**src/rtl/mcs4_shift_reg.sv**
```systemverilog
// mcs4_shift_reg: parametrised i4003-style serial-in/parallel-out shifter with
// cp edge qualification, parallel load, shift counter and full flag.
module mcs4_shift_reg #(
    parameter int SYSCLK_TCY     = 20,
    parameter int WIDTH          = 10,
    parameter int LATCH_DELAY_NS = 250,
    parameter int MSB_FIRST      = 1
) (
    input  logic                         sysclk,
    input  logic                         rst,
    input  logic                         cp,
    input  logic                         serial_in,
    input  logic                         enable,
    input  logic                         load,
    input  logic [WIDTH-1:0]             parallel_in,
    output logic [WIDTH-1:0]             parallel_out,
    output logic                         serial_out,
    output logic [$clog2(WIDTH+1)-1:0]   shift_count,
    output logic                         full
);
    localparam int N  = (LATCH_DELAY_NS + SYSCLK_TCY - 1) / SYSCLK_TCY;
    localparam int DW = N > 0 ? $clog2(N + 1) : 1;
    localparam int CW = $clog2(WIDTH + 1);

    logic [WIDTH-1:0] shifter, shifted;
    logic [DW-1:0]    dcnt;
    logic             cp_delayed, cp_edge, tail;

    // An edge is accepted on the (N+1)th consecutive sample that differs from
    // the last accepted level; a sample matching it restarts qualification.
    always_comb begin
        cp_edge      = (cp != cp_delayed) && (dcnt == DW'(N));
        shifted      = MSB_FIRST != 0 ? {shifter[WIDTH-2:0], serial_in} : {serial_in, shifter[WIDTH-1:1]};
        tail         = MSB_FIRST != 0 ? shifter[WIDTH-1] : shifter[0];
        parallel_out = enable ? shifter : '0;
        full         = shift_count == CW'(WIDTH);
    end

    always_ff @(posedge sysclk) begin
        if (rst) begin
            shifter     <= '0;
            serial_out  <= 1'b0;
            dcnt        <= '0;
            shift_count <= '0;
            cp_delayed  <= cp;
        end else begin
            dcnt <= (cp == cp_delayed || cp_edge) ? '0 : dcnt + 1'b1;
            if (cp_edge)
                cp_delayed <= cp;
            if (cp_edge && !cp)
                serial_out <= tail;
            // Load wins over a coincident rise; the rise is still consumed above.
            if (load) begin
                shifter     <= parallel_in;
                shift_count <= '0;
            end else if (cp_edge && cp) begin
                shifter <= shifted;
                if (!full)
                    shift_count <= shift_count + 1'b1;
            end
        end
    end
endmodule

```
**config.mk**
```make
export PLATFORM = sky130hd
export DESIGN_NAME = mcs4_shift_reg
export DESIGN_NICKNAME = d
export VERILOG_FILES = /design/src/rtl/mcs4_shift_reg.sv
export SDC_FILE = /design/constraint.sdc
export NUM_CORES = 1
export LEC_CHECK = 0
export CORE_UTILIZATION = 44
export DETAILED_ROUTE_END_ITERATION = 10
export PLACE_DENSITY_LB_ADDON = 0.25
export SLEW_MARGIN = 30
export SYNTH_ARGS = -nofsm -noshare
export SYNTH_HDL_FRONTEND = slang
export SYNTH_SLANG_ARGS = --single-unit
```
**constraint.sdc**
```tcl
create_clock -name sysclk -period 1.8 [get_ports sysclk]
set_input_delay 0.18 -clock sysclk [delete_from_list [all_inputs] [get_ports sysclk]]
set_output_delay 0.18 -clock sysclk [all_outputs]
set_load 0.03 [all_outputs]
```
==> run_results.csv <==
group,metric,value,unit
setup_path,crit_family,"buffers and inverters",
timing,rsz0062_at_grt,"false",
timing,whs,413.4,ps
setup_path,crit_path_cell_trace,"ha_1, nand3b_2, inv_2, dlygate4sd2_1",
power_and_ir_drop,power_density,671.5,nW/µm²
setup_path,worst-path-stages,4,
logic_synthesis,seq_area_frac_synth,39.28,%
timing,post-route-period-util,96.21,%
finish,antennaDiodeCount,0,
logic_synthesis,ys_types,34,
route,first_pass_iters,4,
floorplanning,rows,17,
setup_path,reg2reg_depth,6,
setup_path,crit_slowest_cell,"dfxtp_1",
finish,design_area,1425,µm²
logic_synthesis,synth_fa_ha_area_share,4.790,%
grt,grt_pass1_wl,3898,µm
timing,max_freq,577.5,MHz
flow_run,max_cap_viol_count,0,
setup_path,arrival,1550,ps
setup_path,crit_buf_inv,2,
timing,slew-limit-headroom,79.55,%
logic_synthesis,syn_nets,140,
clocking,clk_latency,320,ps
grt,overflow,0,
grt,antenna_found_initial,0,
setup_path,crit_required,1620,ps
grt,grt_usage,20.48,%
logic_synthesis,synthMuxAreaShare,0,%
clocking,cts_max_level,1,
logic_synthesis,synth_area_per_cell,8.706,µm²
timing,tns,0,ps
run_status,status,"completed",
timing,slew_violations,0,
timing,setup_slack,68.26,ps
route,viasPerCell,5.676,
clocking,tritoncts,"done",
power_and_ir_drop,power.leakage,0.5762,nW
setup_path,crit_type,"reg -> out",
route,wl_per_cell,13.21,µm
logic_synthesis,dominantRegCellSynth,"dfxtp_1",
logic_synthesis,yosys_warnings,0,
route,ant_nets,0,
setup_path,startpoint,"shift_count[1]$_SDFFE_PP0P_",
placed_design,post-place-ws,172.7,ps
placed_design,dp_hpwl,1754,µm
clocking,numCtsBuffers,3,
route,top_layer_used,"met4",
worst_hold_path,holdCritPathClass,"in -> reg",
finish,regArea,411.6,µm²
setup_path,cp_max_fo,5,
timing,period_minus_slack,1732,ps
floorplanning,ioPinCount,32,
setup_path,crit_path_end,"full",
route,drt_iter0_markers,25,
logic_synthesis,synth-edff-count,1,
logic_synthesis,synth_xor_xnor_area_share,2.515,%
setup_path,max_stage_delay,440,ps
floorplanning,start_util,46.78,%
worst_hold_path,hold_path.startpoint,"parallel_in[2]",
finish,fin_nets,175,
setup_path,r2r-start,"shift_count[0]$_SDFFE_PP0P_",
placed_design,gp_congestion,0.8219,
logic_synthesis,ys_seq_elements,20,
power_and_ir_drop,max-vdd-ir-drop,0.5802,mV
placed_design,placed_area,1376,µm²
floorplanning,fp.dieH,50.73,µm
clocking,cts_resized,1,
logic_synthesis,synth-simple-area-share,18.80,%
route,wirelength_met1,1059,µm
grt,grt_pass1_vias,919,
clocking,root_buffer,"clkbuf_4",
finish,final_util,63.81,%
setup_path,end_kind,"output port",
route,met2_length,1170,µm
clocking,hold_buffers,0,
timing,hold_viol_final,0,
timing,worstMarginPinSlew,305.8,ps
setup_path,startpoint_type,"flop",
clocking,path_clk_slew,130,ps
route,vias,1033,
timing,setup_viol,0,
clocking,cts_setup_buffers,0,
finish,fill_cells,201,
placed_design,port_buffers,31,
timing,clock_skew,14.87,ps
floorplanning,core,2233,µm²
logic_synthesis,synth_compound_area_share,25.99,%
route,drc,0,
finish,mostFrequentLayoutCells,"clkdlybuf4s50_1 (20), dfxtp_1 (18), buf_4 (17)",
floorplanning,die_area,2574,µm²
finish,multiInputGateArea,545.5,µm²
clocking,cts_sinks,20,
setup_path,r2r_end,"shift_count[2]$_SDFFE_PP0P_",
logic_synthesis,synth_top_family_by_area,"compound AO/OA/AOI/OAI gates",
grt,grt_max_degree,24,
logic_synthesis,synth_async_sr_flop_share,0,%
clocking,cts_buffer_depth,2,
route,wl_met3,147,µm
route,drt-total-wl,2404,µm
finish,final_common_cell,"clkdlybuf4s50_1",
logic_synthesis,synthCells,120,
logic_synthesis,netlist_area,1045,µm²
finish,drive_gt1_share,17.53,%
setup_path,r2r_slack,280,ps
finish,area_delta_synth_final,36.41,%
floorplanning,die_w,50.73,µm
-- how the worst min path moves through the flow --
stage	slack, ps	end	depth (start not counted)
2_1_floorplan	260	shift_count[1]$_SDFFE_PP0P_	1
5_1_grt	410	shifter[2]$_SDFFE_PP0P_	3
6_report	410	shifter[2]$_SDFFE_PP0P_	3
4_1_cts	410	shifter[2]$_SDFFE_PP0P_	3
3_5_place_dp	460	dcnt[0]$_SDFF_PP0_	1
3_3_place_gp	450	dcnt[0]$_SDFF_PP0_	1
-- worst reg2reg max path, cell delays in order, from the launching register on --
cell      delay, ps
dfxtp_2         400
inv_1            50
ha_1            210
nand3b_2        120
inv_2            50
or4_1           490
a21boi_1        140
-- power by group --
group | internal, mW | switching (mW)
sequential | 0.467 | 0.0154
clock | 0.170 | 0.148
combinational | 0.0796 | 0.0777
total | 0.716 | 0.241
-- cell type report --
type,count,area share [%]
tap,28,2.458
clock buffer,4,3.336
multi-input combinational,79,38.28
sequential,20,28.88
timing repair buffer,38,23.62
inverter,13,3.424
-- flip-flops by register name (all words and copies together) (netlist names) --
signal,cells
dcnt,4
serial_out,1
cp_delayed,1
shift_count,4
shifter,10
-- routing by layer --
layer  track usage [%]  vias to the layer above
li1                  -                      506
met1             23.90                      489
met2             35.11                       36
met3             6.364                        2
met4             6.944                        0
met5                 0                        -
-- Yosys cell counts, types with 2 or more instances --
| cell type | number | area (µm²) |
|---|---|---|
| a21boi_1 | 2 | 15.01 |
| a221oi_1 | 10 | 87.58 |
| a31oi_1 | 11 | 68.82 |
| and2_1 | 10 | 62.56 |
| buf_2 | 2 | 10.01 |
| clkbuf_1 | 4 | 15.01 |
| dfxtp_1 | 19 | 380.4 |
| ha_1 | 4 | 50.05 |
| inv_1 | 12 | 45.04 |
| nand2b_1 | 2 | 12.51 |
| nand3_1 | 2 | 10.01 |
| nor2_1 | 5 | 18.77 |
| nor3_1 | 2 | 10.01 |
| o21ai_0 | 13 | 65.06 |
| or4_1 | 2 | 15.01 |
| xnor2_1 | 2 | 17.52 |
-- kinds of logic after synthesis --
group                      Yosys count
DFF                                 20
buffers and inverters               21
AOI/OAI and AO/OA                   40
and+or+nand+nor                     32
xor gates and xnor gates             3
adders and majority gates            4
-- through the flow --
| step | std cells | total power, mW |
|---|---|---|
| after CTS | 182 | 0.9698 |
| final | 182 | 0.9570 |
| after global routing | 182 | 1.004 |
| after floorplan | 120 | 0.5711 |
| after global placement | 178 | 0.6452 |
| after detailed placement | 178 | 0.6492 |
No activity file was read; power rests on OpenSTA's default activity.
